[src/rtl/ula_wb_pkg.sv]
// Shared definitions for the ula write-back stage: default sizes and FSM states.
// The optional bypass is controlled by the ULA_WB_FORWARD_EN macro in ula_wb.sv.
package ula_wb_pkg;

    localparam int WB_BITS = 8;
    localparam int WB_REGS = 4;
    localparam int WB_ADDR = 2;

    typedef enum logic {
        WB_CLEAR = 1'b0,
        WB_RUN   = 1'b1
    } wb_state_t;

endpackage

[src/rtl/ula_wb_if.sv]
// Write-back bus between the execute side (master) and the ula_wb stage (slave).
// Carries the write handshake, both read ports and the status flags.
interface ula_wb_if
    import ula_wb_pkg::*;
#(
    parameter int BITS = WB_BITS,
    parameter int ADDR = WB_ADDR
);

    logic            wr_valid_in;
    logic            wr_ready_out;
    logic [ADDR-1:0] wr_addr_in;
    logic [BITS-1:0] wr_data_in;
    logic [ADDR-1:0] ra_addr_in;
    logic [ADDR-1:0] rb_addr_in;
    logic [BITS-1:0] a_out;
    logic [BITS-1:0] b_out;
    logic            zero_out;
    logic            neg_out;

    modport master (
        output wr_valid_in,
        output wr_addr_in,
        output wr_data_in,
        output ra_addr_in,
        output rb_addr_in,
        input  wr_ready_out,
        input  a_out,
        input  b_out,
        input  zero_out,
        input  neg_out
    );

    modport slave (
        input  wr_valid_in,
        input  wr_addr_in,
        input  wr_data_in,
        input  ra_addr_in,
        input  rb_addr_in,
        output wr_ready_out,
        output a_out,
        output b_out,
        output zero_out,
        output neg_out
    );

endinterface

[src/rtl/ula_wb_reg_bank.sv]
// Register storage for the write-back stage: one synchronous write port and
// two combinational read ports. Contents are initialised by the owner's clear sequence.
module ula_wb_reg_bank
    import ula_wb_pkg::*;
#(
    parameter int BITS = WB_BITS,
    parameter int REGS = WB_REGS,
    parameter int ADDR = WB_ADDR
) (
    input  logic            clk_in,
    input  logic            we,
    input  logic [ADDR-1:0] waddr,
    input  logic [BITS-1:0] wdata,
    input  logic [ADDR-1:0] raddr_a,
    input  logic [ADDR-1:0] raddr_b,
    output logic [BITS-1:0] rdata_a,
    output logic [BITS-1:0] rdata_b
);

    logic [BITS-1:0] mem [REGS];

    always_ff @(posedge clk_in) begin
        if (we) begin
            mem[waddr] <= wdata;
        end
    end

    assign rdata_a = mem[raddr_a];
    assign rdata_b = mem[raddr_b];

endmodule

[src/rtl/ula_wb.sv]
// Write-back stage for the ula: clear-on-reset register bank, write handshake,
// zero/negative flags and operand read ports. Optional bypass: ULA_WB_FORWARD_EN.
module ula_wb
    import ula_wb_pkg::*;
#(
    parameter int BITS = WB_BITS,
    parameter int REGS = WB_REGS,
    parameter int ADDR = WB_ADDR
) (
    input  logic     clk_in,
    input  logic     rst_in,
    ula_wb_if.slave  bus
);

    localparam logic [ADDR-1:0] LAST_REG = ADDR'(REGS - 1);

    wb_state_t       state;
    wb_state_t       next_state;
    logic [ADDR-1:0] clear_cnt;
    logic            ready;
    logic            wr_fire;
    logic            zero_q;
    logic            neg_q;

    logic            bank_we;
    logic [ADDR-1:0] bank_waddr;
    logic [BITS-1:0] bank_wdata;
    logic [BITS-1:0] bank_a;
    logic [BITS-1:0] bank_b;
    logic            fwd_a;
    logic            fwd_b;

    always_ff @(posedge clk_in) begin
        if (rst_in) begin
            state <= WB_CLEAR;
        end else begin
            state <= next_state;
        end
    end

    always_comb begin
        next_state = state;
        ready      = 1'b0;
        case (state)
            WB_CLEAR: begin
                if (clear_cnt == LAST_REG) begin
                    next_state = WB_RUN;
                end
            end
            WB_RUN: begin
                ready = 1'b1;
            end
            default: begin
                next_state = WB_CLEAR;
            end
        endcase
    end

    // A write presented while reset is sampled is dropped, even if we were in RUN.
    assign wr_fire = bus.wr_valid_in && ready && !rst_in;

    always_ff @(posedge clk_in) begin
        if (rst_in) begin
            clear_cnt <= '0;
        end else if (state == WB_CLEAR) begin
            clear_cnt <= clear_cnt + ADDR'(1);
        end
    end

    always_ff @(posedge clk_in) begin
        if (rst_in) begin
            zero_q <= 1'b0;
            neg_q  <= 1'b0;
        end else if (wr_fire) begin
            zero_q <= (bus.wr_data_in == '0);
            neg_q  <= bus.wr_data_in[BITS-1];
        end
    end

    always_comb begin
        bank_we    = 1'b0;
        bank_waddr = bus.wr_addr_in;
        bank_wdata = bus.wr_data_in;
        if (!rst_in) begin
            if (state == WB_CLEAR) begin
                bank_we    = 1'b1;
                bank_waddr = clear_cnt;
                bank_wdata = '0;
            end else if (wr_fire) begin
                bank_we = 1'b1;
            end
        end
    end

    ula_wb_reg_bank #(
        .BITS (BITS),
        .REGS (REGS),
        .ADDR (ADDR)
    ) u_bank (
        .clk_in  (clk_in),
        .we      (bank_we),
        .waddr   (bank_waddr),
        .wdata   (bank_wdata),
        .raddr_a (bus.ra_addr_in),
        .raddr_b (bus.rb_addr_in),
        .rdata_a (bank_a),
        .rdata_b (bank_b)
    );

`ifdef ULA_WB_FORWARD_EN
    // Bypass follows the handshake itself; ready already implies RUN.
    assign fwd_a = bus.wr_valid_in && ready && (bus.wr_addr_in == bus.ra_addr_in);
    assign fwd_b = bus.wr_valid_in && ready && (bus.wr_addr_in == bus.rb_addr_in);
`else
    assign fwd_a = 1'b0;
    assign fwd_b = 1'b0;
`endif

    always_comb begin
        bus.a_out = '0;
        bus.b_out = '0;
        if (state == WB_RUN) begin
            bus.a_out = fwd_a ? bus.wr_data_in : bank_a;
            bus.b_out = fwd_b ? bus.wr_data_in : bank_b;
        end
    end

    assign bus.wr_ready_out = ready;
    assign bus.zero_out     = zero_q;
    assign bus.neg_out      = neg_q;

endmodule

[src/flat_wrapper.sv]
// flat-port wrapper written by rule: the top's interface ports become plain ports
module ula_wb_flat import ula_wb_pkg::*;
#(
    parameter int BITS = WB_BITS,
    parameter int REGS = WB_REGS,
    parameter int ADDR = WB_ADDR
)
  (clk_in, rst_in, bus_wr_valid_in, bus_wr_addr_in, bus_wr_data_in, bus_ra_addr_in, bus_rb_addr_in, bus_wr_ready_out, bus_a_out, bus_b_out, bus_zero_out, bus_neg_out);
  ula_wb_if #(.BITS(BITS), .ADDR(ADDR)) bus_i ();
  input  logic clk_in;
  input  logic rst_in;
  input wire logic [$bits(bus_i.wr_valid_in)-1:0] bus_wr_valid_in;
  input wire logic [$bits(bus_i.wr_addr_in)-1:0] bus_wr_addr_in;
  input wire logic [$bits(bus_i.wr_data_in)-1:0] bus_wr_data_in;
  input wire logic [$bits(bus_i.ra_addr_in)-1:0] bus_ra_addr_in;
  input wire logic [$bits(bus_i.rb_addr_in)-1:0] bus_rb_addr_in;
  output wire logic [$bits(bus_i.wr_ready_out)-1:0] bus_wr_ready_out;
  output wire logic [$bits(bus_i.a_out)-1:0] bus_a_out;
  output wire logic [$bits(bus_i.b_out)-1:0] bus_b_out;
  output wire logic [$bits(bus_i.zero_out)-1:0] bus_zero_out;
  output wire logic [$bits(bus_i.neg_out)-1:0] bus_neg_out;
  assign bus_i.wr_valid_in = bus_wr_valid_in;
  assign bus_i.wr_addr_in = bus_wr_addr_in;
  assign bus_i.wr_data_in = bus_wr_data_in;
  assign bus_i.ra_addr_in = bus_ra_addr_in;
  assign bus_i.rb_addr_in = bus_rb_addr_in;
  assign bus_wr_ready_out = bus_i.wr_ready_out;
  assign bus_a_out = bus_i.a_out;
  assign bus_b_out = bus_i.b_out;
  assign bus_zero_out = bus_i.zero_out;
  assign bus_neg_out = bus_i.neg_out;
  ula_wb #(.BITS(BITS), .REGS(REGS), .ADDR(ADDR)) u_core (.clk_in(clk_in), .rst_in(rst_in), .bus(bus_i));
endmodule
[config.mk]
export PLATFORM = sky130hd
export DESIGN_NAME = ula_wb_flat
export DESIGN_NICKNAME = d
export VERILOG_FILES = /design/src/rtl/ula_wb_pkg.sv /design/src/rtl/ula_wb_if.sv /design/src/rtl/ula_wb_reg_bank.sv /design/src/rtl/ula_wb.sv /design/src/flat_wrapper.sv
export SDC_FILE = /design/constraint.sdc
export NUM_CORES = 1
export LEC_CHECK = 0
export ABC_CLOCK_PERIOD_IN_PS = 5150
export BUFFER_PORTS_ARGS = -buffer_cell sky130_fd_sc_hd__buf_2
export CAP_MARGIN = 0
export CORE_ASPECT_RATIO = 1.5
export CORE_MARGIN = 1.5
export CORE_UTILIZATION = 58
export CTS_CLUSTER_DIAMETER = 200
export DETAILED_ROUTE_END_ITERATION = 10
export HOLD_SLACK_MARGIN = 0.02
export PLACE_DENSITY = 0.91
export SLEW_MARGIN = 20
export SYNTH_ARGS = -nofsm -noshare
export SYNTH_HDL_FRONTEND = slang
export SYNTH_SLANG_ARGS = --single-unit
[constraint.sdc]
create_clock -name clk_in -period 5.15 [get_ports clk_in]
set_clock_uncertainty 0.1 [all_clocks]
set_input_delay 0.7725 -clock clk_in [delete_from_list [all_inputs] [get_ports clk_in]]
set_output_delay 0.7725 -clock clk_in [all_outputs]
set_load 0.01 [all_outputs]
======== After elaboration in Yosys (flattened, before gate mapping) ========
Memory sizes are Yosys's and may differ from the RTL's.
Index checks and enable logic that the tools add are counted.
operators by class
  $add $sub $neg .......................... 1
  equal/unequal tests ..................... 1
  muxes and demuxes ....................... 14
  reductions and logical operators ........ 4
operators by type and width
  operator                                     number
  2-to-1 mux 8 bit                             4
  zero test 8 bit                              1
  2-to-1 mux 1 bit                             8
  2-to-1 mux 2 bit                             2
  adder 2 x 1 -> 2 bit, second input constant  1
  equality test 2 bit, second input constant   1
  logical AND 1 bit                            2
  zero test 1 bit                              1
storage, ports and cells
  bits in registers ....................... 5
  bits in writable memories ............... 32
  output and inout port bits .............. 19
  memories ................................ 1
memories
  name               words  bits a word  rd ports  clocked after Yosys merged registers in  wr ports  RTL line               source
  u_core.u_bank.mem  4      8            2         0                                        1         ula_wb_reg_bank.sv:20  logic [BITS-1:0] mem [REGS];

======== Longest topological paths before layout ========
Gate-level depths: netlist of the first run.
  word-level depth ........................ 8
  depth in mapped cells ................... 4
  mapped depth without buffers ............ 3

======== Cells and area by module ========
Synthesis of the first run repeated with hierarchy kept, for this count alone.
second synthesis, totals
  cell total of the unflattened synthesis .. 108
  area, all modules ....................... 1789.2 µm²
modules (own cells, without submodules)
  module           instances  cells an instance  area each (µm²)  seq. area each (µm²)
  ula_wb_reg_bank  1          56                 1385.1           960.9
  ula_wb           1          52                 404.1            100.1

======== Worst setup path before layout of the first run ========
No wires, ideal clock.
  kind .................................... input to output
  start ................................... in bus_ra_addr_in[0]
  end ..................................... out bus_a_out[0]
  arrival time ............................ 1701 ps
  setup slack ............................. 2577 ps
  cell stages on the path ................. 3
  buffers on the path ..................... 1
  path through ............................ buf_2 -> mux4_2 -> and2_1
between the ends
  longest elaborated chain between the ends .. 2
ends and longest elaborated chain
  item                RTL line            source
  from (decl)         flat_wrapper.sv:15  input wire logic [$bits(bus_i.ra_addr_in)-1:0] bus_ra_addr_in;
  memory (4 x 8 bit)  -
  2-to-1 mux 8 bit    ula_wb.sv:122       if (state == WB_RUN) begin
  to (decl)           flat_wrapper.sv:18  output wire logic [$bits(bus_i.a_out)-1:0] bus_a_out;
No other way between the ends.

======== Worst setup path after layout of the first run ========
  start ................................... in bus_rb_addr_in[0]
  end ..................................... out bus_b_out[0]
between the ends
  longest elaborated chain between the ends .. 2
ends and longest elaborated chain
  item                RTL line            source
  from (decl)         flat_wrapper.sv:16  input wire logic [$bits(bus_i.rb_addr_in)-1:0] bus_rb_addr_in;
  memory (4 x 8 bit)  -
  2-to-1 mux 8 bit    ula_wb.sv:122
  to (decl)           flat_wrapper.sv:19  output wire logic [$bits(bus_i.b_out)-1:0] bus_b_out;
No other way between the ends.

==> flow_summary.toml, run 1 <==
[routing]
vias_per_cell = 5.62
ant_nets = 0
drt_wl_total_mm = 2.99
route.vias.total = 1046
dr.first_iter.drc_count = 38
drc_errors = 0
drt-pass1-iter-count = 5
wl_per_cell_microns = 16.1

[timing]
timing.final.hold_violations = 0
finalSetupViolations = 0
slew_viol_final = 0
rsz0062_at_grt = "false"
tightest_slew_ps = 757
fmax_mhz = 359
tns_ps = 0
min_period_over_period_pct = 54.0
worst_slew_margin_rel_pct = 49.4
min_period_ps = 2780

[setup_path]
r2r_cells = 3
regToRegSetupSlack_ps = 2830
worstPathArrival_ps = 1910
r2r-end = "u_core.u_bank.mem[2][2]$_DFFE_PP_"
r2r_start = "u_core.state$_SDFF_PP0_"
worstSetupPathType = "in2out"
end_kind = "output pin"
path_max_fanout = 8
start_kind = "input port"
cp.required_ps = 4280

[die]
boundaryPins = 36
die_y_microns = 70.8
fp.dieW_microns = 48.2
fp.dieArea_sq_mm = 0.00341
initial_utilization_pct = 61.0
rows = 24
core_area_sq_mm = 0.00291

[placed_design]
dp_cells = 178
dp_hpwl_mm = 2.30
io_buffer_count = 35
dpl_cell_area_sq_mm = 0.00197
gp_congestion = 0.674

[cts]
cts_setup_buffers = 0
clockBufferDepth = 2
cts_buffers = 5
htree_levels = 2
cts_hold_buf = 0
path_clk_slew_ps = 60
cts_root_buffer = "clkbuf_8"
clock-sinks = 37
cts_resized = 0
cts_tree = "built"
insertion_delay_ps = 280

[yosys]
synth.ff_latch_count = 37
ys.warnings.count = 0
seq_area_frac_synth_pct = 59.7
syn_nets = 129
netlist_instances = 111
ys_types = 20
syn_avg_cell_area_sq_um = 16.0
synth_area_sq_mm = 0.00178

[grt]
antenna_found_initial = 0
grt_pass1_wl_mm = 4.67
first_global_vias = 1029
grt_use_total_pct = 20.5
gr-total-overflow = 0
grt_max_degree = 28

[finish]
final_area_sq_mm = 0.00205
instances_no_fill = 186
syn_to_final_growth_pct = 15.5
drive_gt1_share_pct = 40.1
final_nets = 164
diodes = 0

[run]
maxCapViolCount = 0

[power_and_ir_drop]
leakage_nw = 0.775
total_power_uw = 630
power_density_mw_per_mm2 = 307
peakVddDrop_mv = 0.231

[min_path]
hold_path.class = "reg2reg"
worstHoldStart = "u_core.bus.neg_out$_SDFFE_PP0P_"
hold_path_end = "u_core.bus.neg_out$_SDFFE_PP0P_"
hold_depth = 2

[status]
status = "completed"
-- worst max-delay path by stage --
stage / start / to / slack (ps) / cells past startpoint
2_1_floorplan: bus_ra_addr_in[0] / bus_a_out[0] / 2580 / 3
6_report: bus_rb_addr_in[0] / bus_b_out[0] / 2370 / 4
4_1_cts: bus_rb_addr_in[0] / bus_b_out[0] / 2370 / 4
3_3_place_gp: bus_ra_addr_in[0] / bus_a_out[3] / 2420 / 4
5_1_grt: bus_rb_addr_in[0] / bus_b_out[0] / 2330 / 4
3_5_place_dp: bus_rb_addr_in[0] / bus_b_out[0] / 2370 / 4
-- power by group --
part           internal [mW]  switching [mW]
sequential             0.351          0.0133
combinational         0.0418          0.0407
clock                 0.0939          0.0893
-- sequential cells by signal, indices dropped and copies added, names as in the netlist --
signal	flops
u_core.state	1
u_core.bus.neg_out	1
u_core.bus.zero_out	1
u_core.u_bank.mem	32
u_core.clear_cnt	2
-- cell usage in the layout (no fill, tap or decap) --
master     n
mux2i_1    2
or2_1      1
mux4_2    16
o41ai_2    1
or4_1      2
nor2b_2    1
dfxtp_1    5
ha_1       1
nand3_1    2
nor2_1     3
nor2b_1    9
clkinv_1   1
clkbuf_1   2
buf_2     35
edfxtp_1  32
clkbuf_8   5
nand2_1    3
nand2b_1   1
nand3b_1   2
a21oi_1    4
nor2_2     1
and2_1    18
-- synth_stat cells (all sizes together) --
library cell	count	area [sq um]
nand3	2	10.0
nand3b	2	15.0
nand2	3	11.3
and2	18	113
mux2i	2	20.0
clkbuf	5	18.8
or4	2	15.0
buf	2	10.0
mux4	16	360
ha	1	12.5
dfxtp	5	100
edfxtp	32	961
nor2	4	17.5
o41ai	1	16.3
or2	1	6.26
nor2b	10	65.1
nand2b	1	6.26
a21oi	4	20.0
-- routing by layer --
layer | up-vias | share of wire [%] | track usage [%]
met5 | - | 0 | 0
met4 | 0 | 2.2 | 10.5
met3 | 8 | 5.2 | 5.61
met2 | 46 | 56 | 33.8
met1 | 498 | 36 | 22.7
li1 | 494 | - | -
-- cells by family (layout without fill, tap and decap cells) --
logic type | after synthesis | after routing | share of synthesized area, %
AO/OA/AOI/OAI | 5 | 5 | 2.04
adder cells (fa/ha/maj) | 1 | 1 | 0.704
buffers and inverters | 7 | 43 | 1.62
flip-flops | 37 | 37 | 59.7
multiplexers | 18 | 18 | 21.4
AND/OR/NAND/NOR | 43 | 43 | 14.6
-- area by class of cell --
type	instances	area (sq um)
Clock inverter	1	3.75
Sequential cell	37	1060
Fill cell	207	860
Tap cell	39	48.8
Timing Repair Buffer	35	175
Clock buffer	7	76.3
Multi-Input combinational cell	67	688
-- stage by stage --
step,hold WS (ps),util [%],worst slack (ps)
finish,373,70.5,2370
global route,411,70.5,2330
CTS,375,70.5,2370
detailed placement,362,67.7,2370
global placement,343,67.7,2420
floorplan,371,-,2580
-- critical path, cell delays in order --
cell and delay, ps:
buf_2 260, mux4_2 560, and2_1 180, buf_2 140
Power figures use the tool's default switching activity.
==> run 2, diff against run 1 <==
Settings changed: ABC_CLOCK_PERIOD_IN_PS 5150 to 2450, CORE_UTILIZATION 58 to 48, PLACE_DENSITY 0.91 to 0.81.
Clock period 5.15 ns to 2.45 ns, I/O delays scaled along.
==> run 2 against run 1 <==
Effect of this change: worst hold slack got worse by 200 ps; utilization down 9.8 points; clock power rose to 3.0 times the previous value; combinational power grew 120%; cell area is 2.9% higher; critical path depth unchanged; die area grew 20%; first-iteration DRC count is 18% lower; non-clock buffer count grew 2; wire length is 5.3% higher; largest power group unchanged.
==> flow_summary.toml, run 2 (synthesis results as in run 1) <==
[timing]
slew_viol_final = 0
tns_ps = 0
min_period_over_period_pct = 79.3
tightest_slew_ps = 723
fmax_mhz = 515
finalSetupViolations = 0
min_period_ps = 1940
rsz0062_at_grt = "false"
worst_slew_margin_rel_pct = 51.7
timing.final.hold_violations = 0

[placed_design]
gp_congestion = 0.773
io_buffer_count = 35
dpl_cell_area_sq_mm = 0.00199
dp_cells = 183
dp_hpwl_mm = 2.36

[cts]
clock-sinks = 37
cts_root_buffer = "clkbuf_8"
cts_resized = 0
path_clk_slew_ps = 70
cts_setup_buffers = 0
cts_buffers = 5
clockBufferDepth = 2
insertion_delay_ps = 290
htree_levels = 2
cts_hold_buf = 0
cts_tree = "built"

[die]
boundaryPins = 36
fp.dieW_microns = 52.7
initial_utilization_pct = 51.1
fp.dieArea_sq_mm = 0.00409
core_area_sq_mm = 0.00348
rows = 26
die_y_microns = 77.5

[finish]
regMostFlops = "u_core.u_bank.mem"
instances_no_fill = 191
top_regs = "u_core.u_bank.mem: 32 flops, u_core.clear_cnt: 2 flops"
final_common_cell = "buf_2"
drive_gt1_share_pct = 43.0
largest_reg_flops = 32
final_cell_mix = "buf_2, edfxtp_1, and2_1, mux4_2, nor2b_1"
final_nets = 166
diodes = 0
syn_to_final_growth_pct = 18.8
final_area_sq_mm = 0.00211

[routing]
dr.first_iter.drc_count = 31
wl_per_cell_microns = 16.5
vias_per_cell = 5.47
route.vias.total = 1045
drt-pass1-iter-count = 3
ant_nets = 0
drt_wl_total_mm = 3.15
drc_errors = 0

[grt]
antenna_found_initial = 0
grt_pass1_wl_mm = 5.24
grt_use_total_pct = 18.3
grt_max_degree = 18
first_global_vias = 1055
gr-total-overflow = 0

[setup_path]
startpoint = "bus_rb_addr_in[0]"
cp.required_ps = 1980
path_max_fanout = 8
worstSetupPathType = "in2out"
r2r_start = "u_core.state$_SDFF_PP0_"
worstPathArrival_ps = 1480
start_kind = "input port"
end_kind = "output pin"

[run]
maxCapViolCount = 0

[status]
status = "completed"

[power_and_ir_drop]
power_density_mw_per_mm2 = 703
leakage_nw = 0.803
peakVddDrop_mv = 0.638

[min_path]
worstHoldStart = "bus_wr_data_in[5]"
hold_path.class = "in2reg"
run 2: cell types whose count changed in the layout (fill, tap and decap cells not counted):
cell        delta
buf_4          +2
clkbuf_1       -2
clkinv_1       -1
bufinv_16      +1
clkbuf_8       +1
clkinvlp_4     +1
run 2: metal layers:
layer | GRT usage, % | share of wire (%) | vias to the layer above
met5 | 0 | 0 | -
met4 | 10.0 | 2.6 | 0
met3 | 4.62 | 3.9 | 8
met2 | 30.5 | 56 | 28
met1 | 20.7 | 37 | 510
li1 | - | - | 499
run 2: layout make-up:
type / instances / area (sq um)
Fill cell: 271 / 1370
Timing Repair Buffer: 37 / 190
Clock buffer: 6 / 82.6
Tap cell: 42 / 52.6
Sequential cell: 37 / 1060
Clock inverter: 2 / 37.5
Multi-Input combinational cell: 67 / 688
run 2: worst max-delay path, cell delays in order:
cell    delay (ps)
buf_2          260
mux4_2         550
and2_1         170
buf_2          130
run 2: through the flow:
| stage | worst slack, ps | hold slack [ps] | util, % | power [mW] |
|---|---|---|---|---|
| after global routing | 393 | 181 | 60.7 | 1.54 |
| final | 507 | 177 | 60.7 | 1.49 |
| after floorplan | 573 | 363 | - | 0.895 |
| after detailed placement | 488 | 367 | 57.2 | 0.959 |
| after CTS | 486 | 168 | 60.7 | 1.50 |
| after global placement | 522 | 346 | 57.2 | 0.946 |
run 2: worst paths after layout:
check | slack (ps) | depth (start not counted) | to
setup / recovery | 510 | 4 | bus_b_out[1]
hold / removal | 180 | 2 | u_core.bus.zero_out$_SDFFE_PP0P_
setup reg to reg | 540 | 3 | u_core.u_bank.mem[3][1]$_DFFE_PP_
hold reg to reg | 370 | 2 | u_core.bus.neg_out$_SDFFE_PP0P_
run 2: power breakdown:
part | internal (mW) | switching, mW
clock network | 0.331 | 0.213
registers | 0.736 | 0.0230
logic | 0.0915 | 0.0907
total | 1.16 | 0.327
